**src/rtl/tdc_readout_fsm.sv**
```systemverilog
// tdc_readout_fsm
//   Captures thermometer snapshots from the TDC delay line and encodes each
//   one as a binary tap count. It averages 2^AVG_LOG2 samples per measurement
//   and presents one result byte on a valid/ready handshake.
// Ports
//   clk, rst_n   system clock, asynchronous active-low reset
//   ena          block enable; low aborts any measurement and drops the result
//   trig         single-cycle pulse that starts a measurement (IDLE only)
//   tap_in       delay-line snapshot; bit 0 is the tap nearest the start edge
//   tap_valid    tap_in is stable this cycle (accepted in WAIT only)
//   busy         high in every state except IDLE
//   rd_data      {ovf, bubble, avg} with avg zero-extended to 6 bits
//   rd_valid     rd_data is valid
//   rd_ready     consumer accepts rd_data
module tdc_readout_fsm #(
   parameter int unsigned TAPS     = 32,
   parameter int unsigned CNT_W    = 6,
   parameter int unsigned AVG_LOG2 = 2
) (
   input  logic            clk,
   input  logic            rst_n,
   input  logic            ena,
   input  logic            trig,
   input  logic [TAPS-1:0] tap_in,
   input  logic            tap_valid,
   output logic            busy,
   output logic [7:0]      rd_data,
   output logic            rd_valid,
   input  logic            rd_ready
);

   localparam int unsigned SUM_W = CNT_W + AVG_LOG2;

   // AVG sits between the last ENC and OUT so that the sum including the
   // final code is registered before the average is formed; this places the
   // rd_valid rise on the 2nd edge after the final tap_valid is sampled.
   typedef enum logic [2:0] {
      S_IDLE,
      S_WAIT,
      S_ENC,
      S_AVG,
      S_OUT
   } state_t;

   state_t               r_state;
   state_t               w_next;
   logic [TAPS-1:0]      r_snap;
   logic [SUM_W-1:0]     r_sum;
   logic [AVG_LOG2:0]    r_cnt;
   logic                 r_ovf;
   logic                 r_bubble;
   logic [7:0]           r_rd_data;
   logic                 r_rd_valid;

   logic [CNT_W-1:0]     w_code;
   logic                 w_found;
   logic                 w_bub;
   logic                 w_all_ones;
   logic                 w_last;
   logic [SUM_W-1:0]     w_avg_full;
   logic [CNT_W-1:0]     w_avg;

   // Thermometer encoder: position of the lowest 0; any 1 above it is a bubble.
   always_comb begin
      w_code  = CNT_W'(TAPS);
      w_found = 1'b0;
      w_bub   = 1'b0;
      for (int unsigned i = 0; i < TAPS; i++) begin
         if (!w_found && !r_snap[i]) begin
            w_found = 1'b1;
            w_code  = CNT_W'(i);
         end else if (w_found && r_snap[i]) begin
            w_bub = 1'b1;
         end
      end
      w_all_ones = !w_found;
   end

   assign w_last     = (r_cnt == (AVG_LOG2+1)'((1 << AVG_LOG2) - 1));
   assign w_avg_full = r_sum >> AVG_LOG2;

   always_comb begin
      if (w_avg_full > SUM_W'((1 << CNT_W) - 1)) begin
         w_avg = '1;
      end else begin
         w_avg = CNT_W'(w_avg_full);
      end
   end

   always_ff @(posedge clk or negedge rst_n) begin
      if (!rst_n) begin
         r_state <= S_IDLE;
      end else begin
         r_state <= w_next;
      end
   end

   always_comb begin
      w_next = r_state;
      case (r_state)
         S_IDLE:  if (trig) w_next = S_WAIT;
         S_WAIT:  if (tap_valid) w_next = S_ENC;
         S_ENC:   w_next = w_last ? S_AVG : S_WAIT;
         S_AVG:   w_next = S_OUT;
         S_OUT:   if (rd_ready) w_next = S_IDLE;
         default: w_next = S_IDLE;
      endcase
      if (!ena) begin
         w_next = S_IDLE;
      end
   end

   always_ff @(posedge clk or negedge rst_n) begin
      if (!rst_n) begin
         r_snap     <= '0;
         r_sum      <= '0;
         r_cnt      <= '0;
         r_ovf      <= 1'b0;
         r_bubble   <= 1'b0;
         r_rd_data  <= '0;
         r_rd_valid <= 1'b0;
      end else begin
         r_rd_valid <= (w_next == S_OUT);
         if (!ena || r_state == S_IDLE) begin
            r_sum    <= '0;
            r_cnt    <= '0;
            r_ovf    <= 1'b0;
            r_bubble <= 1'b0;
         end else begin
            if (r_state == S_WAIT && tap_valid) begin
               r_snap <= tap_in;
            end
            if (r_state == S_ENC) begin
               r_sum    <= r_sum + SUM_W'(w_code);
               r_cnt    <= r_cnt + 1'b1;
               r_ovf    <= r_ovf | w_all_ones;
               r_bubble <= r_bubble | w_bub;
            end
            if (r_state == S_AVG) begin
               r_rd_data <= {r_ovf, r_bubble, 6'(w_avg)};
            end
         end
      end
   end

   assign busy     = (r_state != S_IDLE);
   assign rd_data  = r_rd_data;
   assign rd_valid = r_rd_valid;

endmodule

```
**config.mk**
```make
export PLATFORM = sky130hd
export DESIGN_NAME = tdc_readout_fsm
export DESIGN_NICKNAME = d
export VERILOG_FILES = /design/src/rtl/tdc_readout_fsm.sv
export SDC_FILE = /design/constraint.sdc
export NUM_CORES = 1
export LEC_CHECK = 0
export ABC_AREA = 1
export BUFFER_PORTS_ARGS = -buffer_cell sky130_fd_sc_hd__clkbuf_2
export CORE_MARGIN = 2
export CORE_UTILIZATION = 55
export CTS_CLUSTER_SIZE = 40
export DETAILED_ROUTE_END_ITERATION = 8
export PLACE_DENSITY = 0.78
export SYNTH_ARGS = -nofsm -noshare
export SYNTH_HDL_FRONTEND = slang
export SYNTH_SLANG_ARGS = --single-unit
```
**constraint.sdc**
```tcl
create_clock -name clk -period 4.45 [get_ports clk]
set_clock_uncertainty 0.2 [all_clocks]
set_input_delay 0.2225 -clock clk [delete_from_list [all_inputs] [get_ports clk]]
set_output_delay 0.2225 -clock clk [all_outputs]
set_load 0.05 [all_outputs]
```
; Word level (Yosys, flattened, before mapping)
; Cells that the tools add are included.
[op_classes]
addsub = 2
order_cmp = 1
n_eq_ne = 6
mux = 141
n_bitwise = 3
reduce_logical = 132
[op_table]
columns = op, count
row1 = 6-bit two-way mux, 33
row2 = 1-bit two-way mux, 98
row3 = 1-bit logical AND, 63
row4 = 1-bit logical NOT, 63
row5 = 3-bit two-way mux, 6
row6 = 8-bit two-way mux, 2
row7 = 3-bit one-hot mux with 5 select lines, 1
row8 = "3-bit by 2-bit == test with 1-bit output, second input constant", 3
row9 = 8-bit by 6-bit adder with 8-bit output, 1
row10 = "3-bit == test, second input constant", 2
row11 = "6-bit > comparator, second input constant", 1
row12 = 2-bit AND reduction, 2
row13 = "3-bit by 1-bit adder with 3-bit output, second input constant", 1
row14 = "3-bit by 1-bit == test with 1-bit output, second input constant", 1
row15 = 3-bit logical NOT, 1
row16 = 3-bit nonzero test, 1
row17 = 2-bit two-way mux, 1
row18 = 1-bit OR, 2
row19 = 2-bit nonzero test, 1
row20 = 1-bit logical OR, 1
row21 = 1-bit inverter, 1
[word_totals]
register_bits = 57
input_bits = 38
output_inout_bits = 10

; Depth between registers and ports, before layout
[depth]
depth_word = 97
mapped_depth = 30
depth_no_buf = 30

; Worst setup path before layout
; No wires, ideal clock.
[synth_timing]
path_type = reg-to-reg
start = reg r_snap[1]
end = reg r_sum[6]
arrival_time_ps = 3470
setup_slack_ps = 656
path_stages_with_launch = 28
path_buffers = 0
synth_period_minus_slack_ps = 3794
cell_sequence = dfrtp_1 nand2_2 nor2_4 nand4_4 nor2_4 nand4_4 nor2_4 nand4_4 nor2_4 nand4_4 nor2_4 nand4_4 nor2_4 nand4_4 nor2_4 nand4_4 o221ai_1 ha_1 inv_1 fa_1 nor2_1 a211oi_1 nor2_1 o21ai_0 nand2_1 nand2_1 o21ai_0 a21oi_1
[synth_between]
elab_chain_len = 96
elab_cells_between_ends = 126
classes_between = add/sub (1) / mux (63) / reduce/logical (62)
[synth_lines]
columns = item, line_no
row1 = from (decl), 47  ; logic [TAPS-1:0] r_snap;
row2 = from (signal assigned), 131  ; r_snap <= tap_in;
row3 = 1-bit logical NOT *, 69  ; if (!w_found && !r_snap[i]) begin
row4 = 1-bit logical AND *, 69
row5 = 1-bit two-way mux, 69
row6 = 1-bit logical NOT, 69
row7 = 1-bit logical AND, 69
row8 = 1-bit two-way mux, 69
row9 = 1-bit logical NOT, 69
row10 = 1-bit logical AND, 69
row11 = [... 80 more ...], --
row12 = 1-bit logical AND, 69
row13 = 1-bit two-way mux, 69
row14 = 1-bit logical NOT, 69
row15 = 1-bit logical AND, 69
row16 = 6-bit two-way mux *, 69
row17 = 8-bit by 6-bit adder with 8-bit output *, 134  ; r_sum <= r_sum + SUM_W'(w_code);
row18 = 8-bit two-way mux *, 133  ; if (r_state == S_ENC) begin
row19 = 8-bit two-way mux *, 124  ; if (!ena || r_state == S_IDLE) begin
row20 = to (signal assigned), 134
row21 = to (decl), 48  ; logic [SUM_W-1:0] r_sum;
; Mark *: on every way between the ends. The rest lies on a longest branch, timed or not. The select of a mux whose other input is x is not followed.
; A chain may end at the register's enable or synchronous reset.

; Worst setup path after layout
; Ends and elaborated chain as after synthesis.

==> summary.md <==
| Metric | Value |
|---|---|
| Worst slew pin tran | `0.708 ns` |
| CTS max path bufs | `2` |
| Max_slew headroom | `52.2%` |
| Crit path max-delay family | `simple AND/OR/NAND/NOR gates` |
| Hold Path Origin | `trig` |
| Final nets | `506` |
| Seq cells post-synth | `57` |
| Port buffer count | `47` |
| Cells after Synth | `368` |
| Cells on Worst Hold Path | `4` |
| Most frequent cells after synthesis | `dfrtp_1, inv_1, nand2_1` |
| Antenna diodes | `0` |
| Overall power | `1.45 mW` |
| Top cell type by total area after synthesis | `dfrtp_1` |
| Num CTS Buffers | `9` |
| Primary FF master, synth | `dfrtp_1` |
| Register-to-register setup slack | `0.35 ns` |
| Vias in the first global route | `2628` |
| Worst r2r dst | `r_sum[6]` |
| Via Count | `2819` |
| Critical Path Start Type | `flop` |
| Worst Reg2Reg Path Length in Cells | `27` |
| Ys Warns | `0` |
| Sequential area share after synthesis | `around 45%` |
| Clock root buffer | `clkbuf_8` |
| Initial core utilization | `57.1%` |
| CTS tree | `done` |
| Final hold vios | `0` |
| Status | `completed` |
| Wire length per cell | `12.5 µm` |
| Chip height | `79.6 µm` |
| Drt pass-1 iters | `5` |
| Placeable Area | `5510 µm²` |
| Critical R2R Launch | `r_snap[1]` |
| Worst EP arrival | `4.13 ns` |
| Die area | `6340 µm²` |
| Via density | `5.26` |
| Grt total ovfl | `0` |
| Asr flop ratio synth | `100%` |
| DRT antenna net count | `0` |
| Tcrit/Tclk final | `92.2%` |
| Worst hold endpoint | `r_state[0]` |
| Syn nets | `~420` |
| Top cell type's share of synthesized area | `about 45%` |
| Leak Pwr | `around 1.9 nW` |
| Largest net degree at the start of global routing | `roughly 60` |
| Min Hold Slack | `around 0.034 ns` |
| Slowest CP cell | `dfrtp_1` |
| Peak supply drop | `0.267 mV` |
| P&R area growth vs syn | `28.9%` |
| Worst Path Required | `around 4.5 ns` |
| Power per cell area | `356 nW/µm²` |
| Drt initial violations | `a little under 80` |
| Die Wd | `79.6 µm` |
| DRC violations left | `0` |
| Hold crit path type | `input pin to flop` |
| Final Critical Period | `around 4.1 ns` |
| Final wirelength | `6700 µm` |
| Worst skew pair latency | `0.34 ns` |
| Max frequency | `0.244 GHz` |
| RePlAce Congestion | `0.858` |
| DPL Wire Length | `4620 µm` |
| Most common cell in the netlist | `dfrtp_1` |
| Std-Cell Rows | `27` |
| Critical path fanouts, max | `5` |
| IO Pins | `48` |
| Share of layout cells above drive strength 1 | `21.1%` |
| Max-slew violation count | `0` |
| # setup viols final | `0` |
| Syn avg cell area | `8.55 µm²` |
| Area of the mapped netlist | `3150 µm²` |
| # Max-Cap Violations | `0` |
| Crit path buf inv count | `1` |
| Worst Setup End Kind | `flop` |
| Ranking of synthesized cells by area | `dfrtp_1, a21oi_1, inv_1` |
| Clock Sink Count | `57` |
| Clock slew at reported path FFs | `0.06 ns` |
| Critical Path Max Stage Delay | `0.41 ns` |
| Kind of critical path | `flop to flop` |
| First-pass GRT wire length | `11400 µm` |
| Initial antenna violation count | `0` |
| Htree depth | `3` |
| Number of flops mapped to enable cells by yosys | `0` |
| Synth unique cells | `37` |
| Total global-route track usage | `23.5%` |
==> tightest hold or removal path: stages <==
cell and delay [ns]:
clkbuf_2 0.08, a22o_1 0.12, o21ai_0 0.07, inv_1 0.05
==> registers in the layout, summed over array words and instances, names as in the netlist <==
| register | count |
|---|---|
| r_state | 3 |
| r_sum | 8 |
| rd_data | 8 |
| r_bubble | 1 |
| r_cnt | 3 |
| r_ovf | 1 |
| r_snap | 32 |
| rd_valid | 1 |
==> worst max path at each step <==
stage,depth (start not counted),endpoint,slack (ns),startpoint
2_1_floorplan,27,r_sum[6],0.66,r_snap[1]
3_3_place_gp,30,r_sum[7],0.44,r_snap[1]
3_5_place_dp,27,r_sum[6],0.30,r_snap[2]
4_1_cts,27,r_sum[6],0.27,r_snap[2]
5_1_grt,30,r_sum[7],-0.01,r_snap[1]
6_report,27,r_sum[6],0.35,r_snap[1]
==> metal layers <==
layer / part of all wire (%) / wire length [µm] / up-vias / global-route usage (%)
met2: 49 / 3290 / 69 / 38.4
met4: 2.1 / 142 / 0 / 10.2
li1: - / - / 1430 / -
met5: 0 / 0 / - / 0
met3: 4.4 / 296 / 16 / 6.45
met1: 44 / 2970 / 1304 / 29.0
==> stage by stage <==
stage / cell area (µm²) / TNS, ns / util [%] / worst slack, ns / std cells
floorplan: 3150 / 0 / - / 0.656 / 368
global placement: 3460 / 0 / 62.8 / 0.436 / 481
detailed placement: 3460 / 0 / 62.8 / 0.303 / 481
CTS: 4020 / 0 / 73.1 / 0.275 / 534
global route: 4060 / -0.0135 / 73.7 / -0.0135 / 536
finish: 4060 / 0 / 73.7 / 0.347 / 536
==> kinds of logic (layout without fill, tap and decap cells) <==
kind of cell / count (synthesis) / in the layout / synth area share, %
adder cells (fa/ha/maj): 9 / 9 / 3.82
AO/OA/AOI/OAI: 95 / 95 / 17.5
buffers and inverters: 64 / 160 / 7.67
XOR/XNOR: 2 / 2 / 0.557
AND/OR/NAND/NOR: 136 / 136 / 23.3
flip-flops: 57 / 57 / 45.3
multiplexers: 5 / 5 / 1.79
==> cell type report <==
class,count,area (µm²)
tap,72,90.1
fill,399,1450
inverter,56,210
timing repair buffer,88,636
clock inverter,2,10.0
clock buffer,14,183
multi-input combinational,247,1500
sequential,57,1430
==> placed cells by master (no fill, tap or decap), types with 2 or more instances in the layout <==
cell type / netlist / layout
a21oi_1: 44 / 44
a31oi_1: 2 / 2
buf_4: 0 / 4
clkbuf_2: 0 / 47
clkbuf_8: 0 / 13
clkinv_2: 0 / 2
dfrtp_1: 57 / 57
dlygate4sd3_1: 0 / 37
ha_1: 8 / 8
inv_1: 53 / 53
inv_2: 2 / 2
mux2_2: 5 / 5
nand2_1: 51 / 50
nand2_2: 2 / 3
nand3_1: 7 / 5
nand3_2: 1 / 3
nand4_1: 5 / 5
nand4_4: 7 / 7
nor2_1: 50 / 50
nor2_4: 8 / 8
nor3_1: 3 / 3
o2111ai_1: 3 / 3
o21ai_0: 23 / 22
o21ai_1: 2 / 3
o21bai_1: 2 / 2
o22ai_1: 3 / 3
o31ai_1: 3 / 3
o41ai_1: 6 / 6
xor2_1: 2 / 2
==> where the power goes <==
| group | leakage, nW | switching, mW | internal (mW) |
|---|---|---|---|
| Clock | 0.102 | 0.201 | 0.261 |
| Sequential | 0.694 | 0.0974 | 0.596 |
| Combinational | 1.13 | 0.178 | 0.112 |
| Total | 1.93 | 0.477 | 0.970 |
==> what timing repair did <==
| action | CTS | global route |
|---|---|---|
| hold endpoints to repair | 93 | 0 |
| hold buffers | 37 | 0 |
| endpoints found under the setup margin | 0 | 2 |
| gates resized for setup | 0 | 5 |
| setup buffers | 0 | 2 |
Note: power is estimated with default switching activity, not from simulation.
